**src/rtl/cdb_pkg.sv**
```systemverilog
// Shared constants and payload type for the CDB completion arbiter.
package cdb_pkg;

    localparam int unsigned NUM_REQ = 5;
    localparam int unsigned SRC_W   = 3;

    localparam logic [SRC_W-1:0] SRC_ALU  = 3'd0;
    localparam logic [SRC_W-1:0] SRC_MUL  = 3'd1;
    localparam logic [SRC_W-1:0] SRC_DIV  = 3'd2;
    localparam logic [SRC_W-1:0] SRC_LOAD = 3'd3;
    localparam logic [SRC_W-1:0] SRC_CSR  = 3'd4;

    typedef struct packed {
        logic [31:0] value;
        logic [31:0] inst_num;
        logic        exc;
        logic [1:0]  cause;
    } cdb_entry_t;

endpackage

```
**src/rtl/cdb_arbiter_if.sv**
```systemverilog
// Requester completion inputs and the registered CDB broadcast of cdb_arbiter.
interface cdb_arbiter_if #(
    parameter int unsigned NUM_REQ = cdb_pkg::NUM_REQ
);
    logic [NUM_REQ-1:0]      req_valid;
    logic [NUM_REQ-1:0]      req_ready;
    logic [NUM_REQ*32-1:0]   req_value;
    logic [NUM_REQ*32-1:0]   req_inst_num;
    logic [NUM_REQ-1:0]      req_exc;
    logic [NUM_REQ*2-1:0]    req_cause;

    logic                    cdb_valid;
    logic [31:0]             cdb_value;
    logic [31:0]             cdb_inst_num;
    logic                    cdb_exc;
    logic [1:0]              cdb_cause;
    logic [cdb_pkg::SRC_W-1:0] cdb_src;

    modport master (
        output req_valid, req_value, req_inst_num, req_exc, req_cause,
        input  req_ready,
        input  cdb_valid, cdb_value, cdb_inst_num, cdb_exc, cdb_cause, cdb_src
    );

    modport slave (
        input  req_valid, req_value, req_inst_num, req_exc, req_cause,
        output req_ready,
        output cdb_valid, cdb_value, cdb_inst_num, cdb_exc, cdb_cause, cdb_src
    );

endinterface

```
**src/rtl/cdb_req_fifo.sv**
```systemverilog
// Per-requester completion queue with registered full/empty flags and synchronous flush.
module cdb_req_fifo
    import cdb_pkg::*;
#(
    parameter int unsigned DEPTH = 2
) (
    input  logic       clk,
    input  logic       rst,
    input  logic       flush,
    input  logic       push,
    input  cdb_entry_t din,
    input  logic       pop,
    output cdb_entry_t dout,
    output logic       full,
    output logic       empty
);
    localparam int unsigned PTR_W = $clog2(DEPTH);
    localparam int unsigned CNT_W = $clog2(DEPTH + 1);

    cdb_entry_t       mem_q [DEPTH];
    logic [PTR_W-1:0] wr_ptr_q, wr_ptr_d;
    logic [PTR_W-1:0] rd_ptr_q, rd_ptr_d;
    logic [CNT_W-1:0] count_q, count_d;
    logic             full_q, full_d;
    logic             empty_q, empty_d;
    logic             push_en, pop_en;

    // Flush wins over both push and pop; full is the start-of-cycle flag.
    assign push_en = push && !full_q && !flush;
    assign pop_en  = pop && !empty_q && !flush;

    always_comb begin
        wr_ptr_d = wr_ptr_q;
        rd_ptr_d = rd_ptr_q;
        count_d  = count_q;
        if (flush) begin
            wr_ptr_d = '0;
            rd_ptr_d = '0;
            count_d  = '0;
        end else begin
            if (push_en) wr_ptr_d = wr_ptr_q + 1'b1;
            if (pop_en)  rd_ptr_d = rd_ptr_q + 1'b1;
            if (push_en && !pop_en)      count_d = count_q + 1'b1;
            else if (!push_en && pop_en) count_d = count_q - 1'b1;
        end
        full_d  = (count_d == CNT_W'(DEPTH));
        empty_d = (count_d == '0);
    end

    always_ff @(posedge clk or negedge rst) begin
        if (!rst) begin
            wr_ptr_q <= '0;
            rd_ptr_q <= '0;
            count_q  <= '0;
            full_q   <= 1'b0;
            empty_q  <= 1'b1;
        end else begin
            wr_ptr_q <= wr_ptr_d;
            rd_ptr_q <= rd_ptr_d;
            count_q  <= count_d;
            full_q   <= full_d;
            empty_q  <= empty_d;
        end
    end

    always_ff @(posedge clk) begin
        if (push_en) mem_q[wr_ptr_q] <= din;
    end

    assign dout  = mem_q[rd_ptr_q];
    assign full  = full_q;
    assign empty = empty_q;

endmodule

```
**src/rtl/cdb_arbiter.sv**
```systemverilog
// Round-robin completion arbiter: per-source queues drained one entry per cycle onto the CDB.
// Define CDB_PERF_EN to build the perf_full_cycles queue-full stall counter.
module cdb_arbiter #(
    parameter int unsigned QDEPTH  = 2,
    parameter int unsigned NUM_REQ = cdb_pkg::NUM_REQ
) (
    input logic          clk,
    input logic          rst,
    input logic          flush,
    cdb_arbiter_if.slave bus
`ifdef CDB_PERF_EN
    ,
    output logic [15:0]  perf_full_cycles
`endif
);
    import cdb_pkg::*;

    localparam int unsigned IDX_W = $clog2(NUM_REQ);

    cdb_entry_t         head [NUM_REQ];
    logic [NUM_REQ-1:0] full, empty, pop;

    logic               grant_vld;
    logic [IDX_W-1:0]   grant_idx;
    logic [IDX_W-1:0]   rr_q, rr_d;

    logic               cdb_valid_q, cdb_valid_d;
    cdb_entry_t         cdb_entry_q, cdb_entry_d;
    logic [SRC_W-1:0]   cdb_src_q, cdb_src_d;

    for (genvar g = 0; g < NUM_REQ; g++) begin : g_fifo
        cdb_entry_t din;

        assign din = '{value:    bus.req_value[32*g +: 32],
                       inst_num: bus.req_inst_num[32*g +: 32],
                       exc:      bus.req_exc[g],
                       cause:    bus.req_cause[2*g +: 2]};

        cdb_req_fifo #(
            .DEPTH (QDEPTH)
        ) u_fifo (
            .clk   (clk),
            .rst   (rst),
            .flush (flush),
            .push  (bus.req_valid[g]),
            .din   (din),
            .pop   (pop[g]),
            .dout  (head[g]),
            .full  (full[g]),
            .empty (empty[g])
        );
    end

    assign bus.req_ready = ~full;

    // First non-empty queue at or after rr, wrapping.
    always_comb begin
        int unsigned idx;
        idx       = 0;
        grant_vld = 1'b0;
        grant_idx = '0;
        for (int unsigned k = 0; k < NUM_REQ; k++) begin
            idx = (32'(rr_q) + k) % NUM_REQ;
            if (!grant_vld && !empty[IDX_W'(idx)]) begin
                grant_vld = 1'b1;
                grant_idx = IDX_W'(idx);
            end
        end
    end

    always_comb begin
        rr_d        = rr_q;
        pop         = '0;
        cdb_valid_d = 1'b0;
        cdb_entry_d = '0;
        cdb_src_d   = '0;
        if (grant_vld && !flush) begin
            rr_d           = (grant_idx == IDX_W'(NUM_REQ - 1)) ? '0 : grant_idx + 1'b1;
            pop[grant_idx] = 1'b1;
            cdb_valid_d    = 1'b1;
            cdb_entry_d    = head[grant_idx];
            cdb_src_d      = SRC_W'(grant_idx);
        end
    end

    always_ff @(posedge clk or negedge rst) begin
        if (!rst) begin
            rr_q        <= '0;
            cdb_valid_q <= 1'b0;
            cdb_entry_q <= '0;
            cdb_src_q   <= '0;
        end else begin
            rr_q        <= rr_d;
            cdb_valid_q <= cdb_valid_d;
            cdb_entry_q <= cdb_entry_d;
            cdb_src_q   <= cdb_src_d;
        end
    end

    assign bus.cdb_valid    = cdb_valid_q;
    assign bus.cdb_value    = cdb_entry_q.value;
    assign bus.cdb_inst_num = cdb_entry_q.inst_num;
    assign bus.cdb_exc      = cdb_entry_q.exc;
    assign bus.cdb_cause    = cdb_entry_q.cause;
    assign bus.cdb_src      = cdb_src_q;

`ifdef CDB_PERF_EN
    logic [15:0] perf_q;

    // Survives flush; only reset clears it.
    always_ff @(posedge clk or negedge rst) begin
        if (!rst) begin
            perf_q <= '0;
        end else if (|full && perf_q != 16'hFFFF) begin
            perf_q <= perf_q + 16'd1;
        end
    end

    assign perf_full_cycles = perf_q;
`endif

endmodule

```
**src/flat_wrapper.sv**
```systemverilog
// flat-port wrapper written by rule: the top's interface ports become plain ports
module cdb_arbiter_flat import cdb_pkg::*;
#(
    parameter int unsigned QDEPTH  = 2,
    parameter int unsigned NUM_REQ = cdb_pkg::NUM_REQ
)
  (clk, rst, flush, bus_req_valid, bus_req_value, bus_req_inst_num, bus_req_exc, bus_req_cause, bus_req_ready, bus_cdb_valid, bus_cdb_value, bus_cdb_inst_num, bus_cdb_exc, bus_cdb_cause, bus_cdb_src);
  cdb_arbiter_if #(.NUM_REQ(NUM_REQ)) bus_i ();
  input logic clk;
  input logic rst;
  input logic flush;
  input wire logic [$bits(bus_i.req_valid)-1:0] bus_req_valid;
  input wire logic [$bits(bus_i.req_value)-1:0] bus_req_value;
  input wire logic [$bits(bus_i.req_inst_num)-1:0] bus_req_inst_num;
  input wire logic [$bits(bus_i.req_exc)-1:0] bus_req_exc;
  input wire logic [$bits(bus_i.req_cause)-1:0] bus_req_cause;
  output wire logic [$bits(bus_i.req_ready)-1:0] bus_req_ready;
  output wire logic [$bits(bus_i.cdb_valid)-1:0] bus_cdb_valid;
  output wire logic [$bits(bus_i.cdb_value)-1:0] bus_cdb_value;
  output wire logic [$bits(bus_i.cdb_inst_num)-1:0] bus_cdb_inst_num;
  output wire logic [$bits(bus_i.cdb_exc)-1:0] bus_cdb_exc;
  output wire logic [$bits(bus_i.cdb_cause)-1:0] bus_cdb_cause;
  output wire logic [$bits(bus_i.cdb_src)-1:0] bus_cdb_src;
  assign bus_i.req_valid = bus_req_valid;
  assign bus_i.req_value = bus_req_value;
  assign bus_i.req_inst_num = bus_req_inst_num;
  assign bus_i.req_exc = bus_req_exc;
  assign bus_i.req_cause = bus_req_cause;
  assign bus_req_ready = bus_i.req_ready;
  assign bus_cdb_valid = bus_i.cdb_valid;
  assign bus_cdb_value = bus_i.cdb_value;
  assign bus_cdb_inst_num = bus_i.cdb_inst_num;
  assign bus_cdb_exc = bus_i.cdb_exc;
  assign bus_cdb_cause = bus_i.cdb_cause;
  assign bus_cdb_src = bus_i.cdb_src;
  cdb_arbiter #(.QDEPTH(QDEPTH), .NUM_REQ(NUM_REQ)) u_core (.clk(clk), .rst(rst), .flush(flush), .bus(bus_i));
endmodule
```
**config.mk**
```make
export PLATFORM = sky130hd
export DESIGN_NAME = cdb_arbiter_flat
export DESIGN_NICKNAME = d
export VERILOG_FILES = /design/src/rtl/cdb_pkg.sv /design/src/rtl/cdb_arbiter_if.sv /design/src/rtl/cdb_req_fifo.sv /design/src/rtl/cdb_arbiter.sv /design/src/flat_wrapper.sv
export SDC_FILE = /design/constraint.sdc
export NUM_CORES = 1
export LEC_CHECK = 0
export ABC_AREA = 1
export CORE_ASPECT_RATIO = 0.7
export CORE_MARGIN = 5
export CORE_UTILIZATION = 50
export DETAILED_ROUTE_END_ITERATION = 8
export DONT_BUFFER_PORTS = 1
export HOLD_SLACK_MARGIN = 0.12
export PLACE_DENSITY = 0.67
export SYNTH_ARGS = -nofsm -noshare
export SYNTH_HDL_FRONTEND = slang
export SYNTH_SLANG_ARGS = --single-unit
```
**constraint.sdc**
```tcl
create_clock -name clk -period 5.4 [get_ports clk]
set_input_delay 1.08 -clock clk [delete_from_list [all_inputs] [get_ports clk]]
set_output_delay 1.08 -clock clk [all_outputs]
set_load 0.02 [all_outputs]
```
Word-level counts from Yosys, hierarchy flattened --
Memories as Yosys holds them, arrays and structs flattened. Cells that the tools add are included.
Storage, ports and cells: register bits after elaboration 104, latch bits 0, output and inout port bits 76, bits of input ports 343, memories 5, bits in read-only memories 0, RAM bits 670
Operators by class: reductions and logical operators 79, shift-type cells 0, bitwise logic cells 2, add/subtract/negate cells 25, divide/modulo/power cells 5, magnitude comparators 8, equality and inequality tests 6, muxes and demuxes 75, multipliers 0
Memory list:
- u_core.g_fifo[0].u_fifo.mem_q | depth 2, width 67, read ports 1, clocked after Yosys merged registers in 0, wr ports 1, line cdb_req_fifo.sv:20 | cdb_entry_t mem_q [DEPTH];
- u_core.g_fifo[1].u_fifo.mem_q | depth 2, width 67, read ports 1, clocked after Yosys merged registers in 0, wr ports 1, line cdb_req_fifo.sv:20
- u_core.g_fifo[2].u_fifo.mem_q | depth 2, width 67, read ports 1, clocked after Yosys merged registers in 0, wr ports 1, line cdb_req_fifo.sv:20
- u_core.g_fifo[3].u_fifo.mem_q | depth 2, width 67, read ports 1, clocked after Yosys merged registers in 0, wr ports 1, line cdb_req_fifo.sv:20
- u_core.g_fifo[4].u_fifo.mem_q | depth 2, width 67, read ports 1, clocked after Yosys merged registers in 0, wr ports 1, line cdb_req_fifo.sv:20
Operators by type and width (count):
- 67-bit binary-select mux with 3-bit select | 1
- 67-bit 2-to-1 mux | 3
- 32-bit by 3-bit remainder unit with 32-bit output (second input constant) | 4
- 1-bit 2-to-1 mux | 42
- 1-bit logical AND | 36
- 3-bit by 3-bit remainder unit with 32-bit output (second input constant) | 1
- 2-bit 2-to-1 mux | 15
- 1-bit zero test | 28
- 3-bit by 4-bit < comparator with 1-bit output (second input constant) | 6
- 3-bit 2-to-1 mux | 7
- 2-bit nonzero test | 10
- 1-bit binary-select mux with 3-bit select | 5
- 1-bit adder (second input constant) | 10
- 2-bit by 1-bit adder with 2-bit output (second input constant) | 5
- 2-bit == test (second input constant) | 5
- 2-bit zero test | 5
- 2-bit by 1-bit subtractor with 2-bit output (second input constant) | 5
- 3-bit by 2-bit adder with 4-bit output (second input constant) | 2
- 5-bit 2-to-1 mux | 1
- 5-bit inverter | 1
- 3-bit by 1-bit adder with 4-bit output (second input constant) | 1
- 3-bit by 3-bit adder with 4-bit output (second input constant) | 1
- 4-bit >= comparator (second input constant) | 1
- 3-bit inverter with 4-bit output | 1
- 4 further kinds | 4

Longest topological paths before layout --
Gate-level depths: netlist of the first run.
depth in word-level cells 28, depth in mapped cells 34, mapped depth without buffers 32

By module --
Synthesis of the first run repeated with hierarchy kept, for this count alone.
Unflattened totals: cell total of the unflattened synthesis 3484, area total of the unflattened synthesis 34469.3 µm²
By module, submodules not included:
- cdb_req_fifo (u_core.g_fifo[2].u_fifo ...) | area an instance 5221.3 µm², sequential area each 4175.3 µm², cells each 399, instances 2
- cdb_req_fifo (u_core.g_fifo[0].u_fifo ...) | area an instance 5197.5 µm², sequential area each 4175.3 µm², cells each 392, instances 2
- cdb_arbiter | area an instance 8429.3 µm², sequential area each 1851.8 µm², cells each 1510, instances 1
- cdb_req_fifo (u_core.g_fifo[4].u_fifo) | area an instance 5202.5 µm², sequential area each 4175.3 µm², cells each 392, instances 1

Worst setup path before layout of the first run --
OpenSTA, ideal clock, no wires.
path kind input-to-reg, from in flush, to mem u_core.g_fifo[0].u_fifo.mem_q[1][0] in the netlist's numbering (enable), stages 4, library setup time 492 ps, setup slack 544 ps, path buffers 1, arrival 4364 ps, path through inv_1 -> clkbuf_1 -> nand2_1 -> nor2_1
On the way: longest elaborated chain between the ends 4
Ends and longest elaborated chain:
- start: declaration | line flat_wrapper.sv:11 | input logic flush;
- 1-bit zero test | line cdb_req_fifo.sv:29 | assign push_en = push && !full_q && !flush;
- 1-bit logical AND | line cdb_req_fifo.sv:29
- 1-bit 2-to-1 mux | line cdb_req_fifo.sv:67 | if (push_en) mem_q[wr_ptr_q] <= din;
- 1-bit 2-to-1 mux (implied by the code) | line cdb_req_fifo.sv:67
- end: declaration | line cdb_req_fifo.sv:20
Every way passes these cells.

==> results.toml, run 1 <==
[critical_path]
cp_max_fo = 62
arrival_ps = 5520
crit_slowest_cell = "o21ai_1"
cp_num_buf_inv = 5
start_kind = "flop"
worstReg2RegStart = "u_core.rr_q[1]$_DFFE_PN0P_"
critPathMaxStageDelay_ps = 590
path_depth = 29
critical_path_class = "reg -> reg"
crit_path_end_kind = "flop"
critical_path_required_ps = 5910
r2r_cells = 29
r2r_end = "u_core.bus.cdb_inst_num[31]$_DFF_PN0_"
ff2ff_setup_slack_ps = 390
critPathTopFamily = "simple AND/OR/NAND/NOR gates"
cp_common_cell = "nand2_1"

[timing]
fin_skew_ps = 27.51
fmax_mhz = 199.6
worst_slew_pin_slew_ps = 1138
period_needed_ps = 5010
setup_viol = 0
maxSlewViolCount = 0
rsz0062_at_grt = "false"
max_slew_margin_pct = 24.13
period_share_pct = 92.77
finalHoldViolations = 0
fin_tns_setup_ps = 0

[placement]
port-buffer-count = 0
dpl.hpwl_um = 63150
gp_congestion = 0.9080

[die]
fp.dieW_um = 312.2
io_pins = 419
coreArea_um2 = 63200
die_h_um = 221.5
rows = 77
start_util_pct = 50.57
die_area_um2 = 69160

[synth]
yosysMostFrequentCell = "edfxtp_1"
synth_top_cells_by_count = "670 x edfxtp_1, 661 x nand2_1, 337 x nor2_1"
synth_ff_type = "edfxtp_1"
ys_top_cells_by_area = "edfxtp_1 63%, nand2_1 7.8%, dfrtp_1 7.8%"
async_reset_ff_share_pct = 13.44
yosysSeqAreaShare_pct = 71.12
netlist_instances = 2630
postSynthAreaPerCell_um2 = 12.15
yosysTopAreaCell = "edfxtp_1"
ys_warn_count = 0
yosys.cell_types.count = 48
synth_top_area_share_pct = 62.95
mappedNetlistArea_um2 = 31960
synth_edf_count = 670
synth_seq_cells = 774
synthesis.nets = 2988

[grt]
grt_pass1_wl_um = 135200
grt_util_all_layers_pct = 26.78
grt_overflow = 0
grt_max_degree = 68
antenna_found_initial = 9
grt_pass1_vias = 19770

[drt]
drt-pass1-iter-count = 6
num_vias = 20350
drt_iter0_drc = 2441
wl_per_cell_um = 26.84
drtAntennaViolNets = 0
routed_wl_um = 94760
routed_via_density = 5.764
drc = 0

[final_layout]
syn_to_final_growth_pct = 11.23
drive_gt1_share_pct = 10.09
n_fill_cell = 5123
final_util_pct = 56.25
layout.nets = 2991

[clocking]
post_cts_buffers = 0
tritoncts = "yes"
numCtsBuffers = 74
htree_levels = 3
cts-root-buf = "clkbuf_16"
clk-insertion-delay-late_ps = 640
clk_pin_slew_ps = 60
cts_sinks = 774
cts_buffer_depth = 3

[job]
maxCapViolCount = 0

[min_path]
worstHoldPathType = "in -> async"

[run_status]
status = "completed"
## registers in the layout, summed over array words and instances (netlist names), 5 cells and up
| name | cells |
|---|---|
| u_core.bus.cdb_inst_num | 32 |
| u_core.bus.cdb_value | 32 |
| u_core.g_fifo.u_fifo.count_q | 10 |
| u_core.g_fifo.u_fifo.empty | 5 |
| u_core.g_fifo.u_fifo.full | 5 |
| u_core.g_fifo.u_fifo.mem_q | 670 |
| u_core.g_fifo.u_fifo.rd_ptr_q | 5 |
| u_core.g_fifo.u_fifo.wr_ptr_q | 5 |
## worst register-to-register path, delay by kind of cell (launching register included)
| kind | cells | cell delay (ps) |
|---|---|---|
| AO/OA/AOI/OAI | 3 | 800 |
| adder cells (fa/ha/maj) | 3 | 740 |
| buffers and inverters | 5 | 670 |
| flip-flops | 1 | 480 |
| AND/OR/NAND/NOR | 18 | 2190 |
## per-layer routing
layer / part of all wire (%) / GRT usage, %
met2: 44 / 39.94
met5: 0.058 / 0
met3: 13 / 12.00
met4: 2.6 / 7.205
met1: 40 / 36.16
## layout by cell type (no fill, tap or decap), drive strengths merged, types with 43 or more instances in the layout
master  netlist  layout
nand3        76      76
o21ai       187     187
inv         106     110
edfxtp      670     670
dfrtp        99      99
nand2       671     671
buf          44      53
o31ai        43      43
mux2i       129     129
nor2        346     346
clkbuf       85     104
## area by class of cell
| class | instances | area, µm² | share of cell area [%] |
|---|---|---|---|
| sequential | 774 | 22750 | 63.99 |
| multi-input combinational | 1618 | 8267 | 23.26 |
| clock buffer | 104 | 2074 | 5.836 |
| tap | 829 | 1037 | 2.918 |
| timing repair buffer | 56 | 573.1 | 1.612 |
| clock inverter | 34 | 417.9 | 1.176 |
| inverter | 109 | 414.1 | 1.165 |
| antenna | 7 | 17.52 | 0.04928 |
## cells by family (layout without fill, tap and decap cells)
group	after synthesis	in the layout	share of synthesized area, %
compound gates	307	307	5.536
xor+xnor	6	6	0.1879
fa+ha+maj	15	15	0.5872
buf+inv	238	303	3.324
flops	774	774	71.12
mux	146	146	4.639
other cells	0	7	0
simple gates	1144	1144	14.61
## how the worst max path moves through the flow
| stage | from | end | slack (ps) |
|---|---|---|---|
| 2_1_floorplan | flush | u_core.g_fifo[0].u_fifo.mem_q[1][0]$_DFFE_PP_ | 540 |
| 3_3_place_gp | u_core.rr_q[1]$_DFFE_PN0P_ | u_core.bus.cdb_inst_num[31]$_DFF_PN0_ | 480 |
| 3_5_place_dp | u_core.rr_q[1]$_DFFE_PN0P_ | u_core.bus.cdb_inst_num[31]$_DFF_PN0_ | 290 |
| 4_1_cts | u_core.rr_q[1]$_DFFE_PN0P_ | u_core.bus.cdb_inst_num[31]$_DFF_PN0_ | 270 |
| 5_1_grt | u_core.rr_q[1]$_DFFE_PN0P_ | u_core.g_fifo[2].u_fifo.full$_DFF_PN0_ | 50 |
| 6_report | u_core.rr_q[1]$_DFFE_PN0P_ | u_core.bus.cdb_inst_num[31]$_DFF_PN0_ | 390 |
## stage by stage
step / cells / hold WS [ps] / instance area (µm²) / setup WS, ps
after detailed placement: 3380 / 557.9 / 32940 / 288.7
after global placement: 3380 / 552.8 / 32940 / 481.0
after global routing: 3524 / 121.2 / 35530 / 48.12
after floorplan: 2630 / 481.5 / 31960 / 543.9
final: 3531 / 158.9 / 35550 / 390.2
after CTS: 3523 / 120.1 / 35520 / 274.0
## what timing repair did
item | in CTS | in global routing
hold endpoints to repair | 40 | 1
resized for setup | 0 | 5
hold buffers | 5 | 1
endpoints found under the setup margin | 0 | 12
Power of run 1 is left out: the tool's default activity adds up to more than one toggle a clock period on the data nets, which glitch-free logic cannot reach.
==> run 2, diff against run 1 <==
Settings changed: ABC_AREA 1 to not set.
==> results.toml, run 2 <==
[final_layout]
syn_to_final_growth_pct = 10.22
n_fill_cell = 4920
largest_reg_flops = 670
layout.nets = 2426
drive_gt1_share_pct = 9.557
mostFrequentLayoutCell = "edfxtp_1"
layout_common_cells = "670 x edfxtp_1, 220 x mux2i_1, 211 x a211oi_1"
top_register = "u_core.g_fifo.u_fifo.mem_q"
fin_cells = 2955

[synth]
yosys.cell_types.count = 82
ys_warn_count = 0
synth_edf_count = 670
postSynthAreaPerCell_um2 = 15.15
synth_seq_cells = 774
synthMuxAreaShare_pct = 7.154
synthXorXnorAreaFrac_pct = 0.7478
synth_top_family_by_area = "compound AO/OA/AOI/OAI gates"
async_reset_ff_share_pct = 13.44
yosysSeqAreaShare_pct = 71.87
synthAdderAreaFrac_pct = 0.5935
synth_compound_area_share_pct = 11.60
synth_top_cells_by_count = "670 x edfxtp_1, 220 x mux2i_1, 211 x a211oi_1"
synth_ff_type = "edfxtp_1"
mappedNetlistArea_um2 = 31620
yosysMostFrequentCell = "edfxtp_1"
yosysTopAreaCell = "edfxtp_1"
netlist_instances = 2087
synthesis.nets = 2445
ys_top_cells_by_area = "edfxtp_1 64%, dfrtp_1 7.8%, mux2i_1 7.0%"
synth_top_area_share_pct = 63.62
synth-simple-area-share_pct = 5.848

[clocking]
htree_levels = 3
cts_buffer_depth = 3
numCtsBuffers = 73
cts-root-buf = "clkbuf_16"
post_cts_buffers = 0
clk-insertion-delay-late_ps = 620
tritoncts = "yes"
cts_sinks = 774
clk_pin_slew_ps = 60

[die]
start_util_pct = 50.27
fp.dieW_um = 310.6
die_area_um2 = 68460
rows = 77
coreArea_um2 = 62910
die_h_um = 220.4
io_pins = 419

[drt]
drt_iter0_drc = 1772
routed_via_density = 6.149
wl_per_cell_um = 28.07
routed_wl_um = 82930
drtAntennaViolNets = 0
num_vias = 18170
drt-pass1-iter-count = 5
drc = 0

[critical_path]
arrival_ps = 5520
cp_max_fo = 91
ff2ff_setup_slack_ps = 340
critical_path_class = "reg -> reg"
start_kind = "flop"
cp_cell_sequence = "inv_1 > ha_1 > a21oi_2 > inv_1 > ha_1 > nor2b_1 > o21ai_0 > a31oi_1 > o211a_2 > mux2_4 > o22ai_1 > a22oi_2 > buf_12 > buf_4 > a211oi_1 > a211oi_1 > a21oi_1 > o22ai_1"
critPathMaxStageDelay_ps = 560
r2r_cells = 18
crit_slowest_cell = "dfrtp_2"
crit_path_end_kind = "flop"
critical_path_required_ps = 5860
r2r_end = "u_core.bus.cdb_value[2]$_DFF_PN0_"
worstReg2RegStart = "u_core.rr_q[1]$_DFFE_PN0P_"

[timing]
holdWs_ps = 170.1
maxSlewViolCount = 0
finalWorstSetupSlack_ps = 343.9
fin_skew_ps = 28.81
period_share_pct = 93.63
period_needed_ps = 5056
setup_viol = 0
fmax_mhz = 197.8
finalHoldViolations = 0
max_slew_margin_pct = 24.72
rsz0062_at_grt = "false"
worst_slew_pin_slew_ps = 1129

[grt]
grt_util_all_layers_pct = 23.59
antenna_found_initial = 8
grt_pass1_wl_um = 119900
use_met3_pct = 9.419
grt_pass1_vias = 17750
grt_max_degree = 105
grt-busiest-layer = "met2"
grtUsageMet1_pct = 31.83
grt_overflow = 0
met2_usage_pct = 36.98

[placement]
dpl.hpwl_um = 53160
gp_congestion = 0.8841
place_inst = 2822
post-place-ws_ps = 286.7
port-buffer-count = 0

[min_path]
worstHoldPathType = "in -> async"

[job]
maxCapViolCount = 0

[run_status]
status = "completed"
[run 2: cell count changes in the layout (fill, tap and decap cells not counted), moves of 21 or more]
cell / delta
a211oi_1: +211
a21oi_1: +128
inv_1: -68
mux2i_1: +91
nand2_1: -620
nand3_1: -62
nand4_1: -21
nor2_1: -278
nor2b_1: +141
o21ai_0: -98
o21ai_1: -65
o22ai_1: +69
o31ai_1: -36
[run 2: worst max-delay path by stage]
stage	startpoint	to	slack, ps	cells after the start
2_1_floorplan	flush	u_core.g_fifo[0].u_fifo.mem_q[0][0]$_DFFE_PP_	-1610	3
3_3_place_gp	u_core.rr_q[1]$_DFFE_PN0P_	u_core.g_fifo[3].u_fifo.count_q[1]$_DFF_PN0_	390	15
3_5_place_dp	u_core.rr_q[1]$_DFFE_PN0P_	u_core.g_fifo[3].u_fifo.count_q[1]$_DFF_PN0_	290	19
4_1_cts	u_core.rr_q[1]$_DFFE_PN0P_	u_core.g_fifo[3].u_fifo.count_q[1]$_DFF_PN0_	220	16
5_1_grt	u_core.rr_q[0]$_DFFE_PN0P_	u_core.g_fifo[2].u_fifo.empty$_DFF_PN1_	2	18
6_report	u_core.rr_q[1]$_DFFE_PN0P_	u_core.bus.cdb_value[2]$_DFF_PN0_	340	18
[run 2: repair_timing]
action	4_1_cts	5_1_grt
hold buffers	0	0
gates resized for setup	0	3
setup endpoints to repair	0	78
[run 2: cell families after synthesis]
group | Yosys count
mux | 225
flops | 774
buf+inv | 170
simple gates | 329
xor+xnor | 27
fa+ha+maj | 15
compound gates | 547
[run 2: worst max-delay path, delay by kind of cell (launching register included)]
kind	cells	cell delay, ps
AND/OR/NAND/NOR	1	110
flip-flops	1	560
adder cells (fa/ha/maj)	2	630
AO/OA/AOI/OAI	10	2090
multiplexers	1	340
buffers and inverters	4	980
[run 2: per-layer routing]
metal	share of wire, %	up-vias
met5	0.12	-
met4	1.7	12
met3	11	125
met2	46	727
met1	42	9185
li1	-	8122
[run 2: per-stage QoR]
step	area, µm²	utilization, %	TNS [ps]
6_report	34850	55.40	0
3_3_place_gp	32620	51.85	0
2_1_floorplan	31630	-	-324300
3_5_place_dp	32620	51.85	0
5_1_grt	34850	55.39	0
4_1_cts	34840	55.39	0
[run 2: area by class of cell]
class	count	area [µm²]	share of cell area (%)
well taps	829	1037	2.976
clock inverters	26	209.0	0.5995
flip-flops and latches	774	22750	65.27
multi-input cells	1143	8298	23.81
diodes	2	5.005	0.01436
inverters	25	93.84	0.2692
repair buffers	51	445.4	1.278
clock buffers	105	2018	5.790
Power of run 2 is left out for the same reason.
==> run 3, diff against run 2 <==
Settings changed: GPL_TIMING_DRIVEN set to 0.
==> results.toml, run 3 (same netlist as run 2, synthesis figures left out) <==
[critical_path]
cp_cell_sequence = "buf_4 > clkinv_4 > ha_1 > buf_2 > a21oi_2 > xnor2_2 > inv_2 > ha_1 > nand2b_1 > o21ai_1 > a211oi_1 > a311oi_1 > o211ai_1 > mux2_2 > mux2_4 > a2111o_1 > or4_1 > and3_1 > nor3_2"
critPathMaxStageDelay_ps = 510
start_kind = "flop"
cp_num_buf_inv = 4
critPathTopFamily = "compound AO/OA/AOI/OAI gates"
crit_path_end_kind = "flop"
crit_slowest_cell = "a2111o_1"
cp_max_fo = 10
critical_path_required_ps = 5950
arrival_ps = 5790
critical_path_class = "reg -> reg"
cp_common_cell = "ha_1"

[drt]
drt-pass1-iter-count = 6
wl_met3_um = 10270
drtAntennaViolNets = 0
drt_iter0_drc = 2092
wl_met2_um = 42230
num_vias = 19030
drc = 0
wl_per_cell_um = 29.53
routed_via_density = 6.122
highest_layer = "met5"
routed_wl_um = 91770
wirelength_met1_um = 37160

[clocking]
cts_sinks = 774
clk_pin_slew_ps = 60
clk-insertion-delay-late_ps = 640
numCtsBuffers = 75
tritoncts = "yes"
cts-root-buf = "clkbuf_16"
htree_levels = 3
cts_buffer_depth = 3

[final_layout]
drive_gt1_share_pct = 13.24
largest_reg_flops = 670
layout_common_cells = "670 x edfxtp_1, 220 x mux2i_1, 207 x a211oi_1"
top_register = "u_core.g_fifo.u_fifo.mem_q"
final_util_pct = 57.62
mostFrequentLayoutCell = "edfxtp_1"
layout.nets = 2571
syn_to_final_growth_pct = 14.63

[grt]
grt_max_degree = 56
grt_pass1_wl_um = 129600
grt_overflow = 0
antenna_found_initial = 17
grt_pass1_vias = 18760
grt_util_all_layers_pct = 26.04

[run_status]
status = "completed"

[timing]
max_slew_margin_pct = 23.84
maxSlewViolCount = 0
period_share_pct = 97.14
finalHoldViolations = 0
period_needed_ps = 5246
worst_slew_pin_slew_ps = 1142
setup_viol = 0
fmax_mhz = 190.6
fin_skew_ps = 23.89

[placement]
port-buffer-count = 0
gp_congestion = 0.8874
dpl.hpwl_um = 64220

[die]
coreArea_um2 = 62910
rows = 77
io_pins = 419
die_area_um2 = 68460
die_h_um = 220.4
start_util_pct = 50.27
fp.dieW_um = 310.6

[job]
maxCapViolCount = 0

[min_path]
worstHoldPathType = "in -> async"
==> run 3: worst reg2reg max path: stages, from the launching register on <==
cell,delay (ps)
dfrtp_2,490
buf_4,220
clkinv_4,120
ha_1,290
buf_2,300
a21oi_2,110
xnor2_2,320
inv_2,130
ha_1,190
nand2b_1,150
o21ai_1,220
a211oi_1,140
a311oi_1,310
o211ai_1,140
mux2_2,330
mux2_4,360
a2111o_1,510
or4_1,470
and3_1,230
nor3_2,140
==> run 3: path summary, 6_finish.rpt <==
path	startpoint	endpoint	slack (ps)	cells past startpoint
min in group clk	bus_req_value[11]	u_core.g_fifo[0].u_fifo.mem_q[0][46]$_DFFE_PP_	530	0
hold / removal	rst	u_core.bus.cdb_inst_num[10]$_DFF_PN0_	160	0
setup reg to reg	u_core.rr_q[0]$_DFFE_PN0P_	u_core.g_fifo[3].u_fifo.count_q[1]$_DFF_PN0_	150	19
setup / recovery	u_core.rr_q[0]$_DFFE_PN0P_	u_core.g_fifo[3].u_fifo.count_q[1]$_DFF_PN0_	150	19
hold reg to reg	u_core.g_fifo[4].u_fifo.mem_q[0][65]$_DFFE_PP_	u_core.bus.cdb_value[30]$_DFF_PN0_	560	2
max in group asynchronous	rst	u_core.bus.cdb_inst_num[11]$_DFF_PN0_	4190	1
==> run 3: cell type report <==
cell class                 instances  area (µm²)
buffer                           145       714.4
antenna                            5       12.51
clock buffer                     103        2105
tap                              829        1037
sequential                       774       22730
inverter                          25       98.84
clock inverter                    35       290.3
timing repair buffer              49       760.7
fill                            4825       26660
multi-input combinational       1143        8501
==> run 3: repair_timing <==
action,4_1_cts,5_1_grt
pin swaps,3,10
buffers inserted,3,7
setup endpoints to repair,97,90
resized for setup,57,71
hold endpoints to repair,53,0
hold buffers,5,0
==> run 3: layer usage <==
layer  vias up  track usage, %
li1       8427               -
met1      9623           34.54
met2       813           40.69
met3       146           10.73
met4        18           6.307
met5         -               0
==> run 3: through the flow <==
stage / hold WS (ps) / TNS [ps] / setup slack, ps / instance area [µm²] / instances
2_1_floorplan: 508.8 / -324300 / -1613 / 31630 / 2087
5_1_grt: 123.5 / -48.69 / -18.87 / 36240 / 3104
3_5_place_dp: 545.0 / -135140 / -1982 / 33300 / 2950
4_1_cts: 122.7 / -1.727 / -1.727 / 35970 / 3096
3_3_place_gp: 542.1 / -1548680 / -6146 / 32670 / 2916
6_report: 162.2 / 0 / 154.3 / 36250 / 3108
Power of run 3 is left out for the same reason.
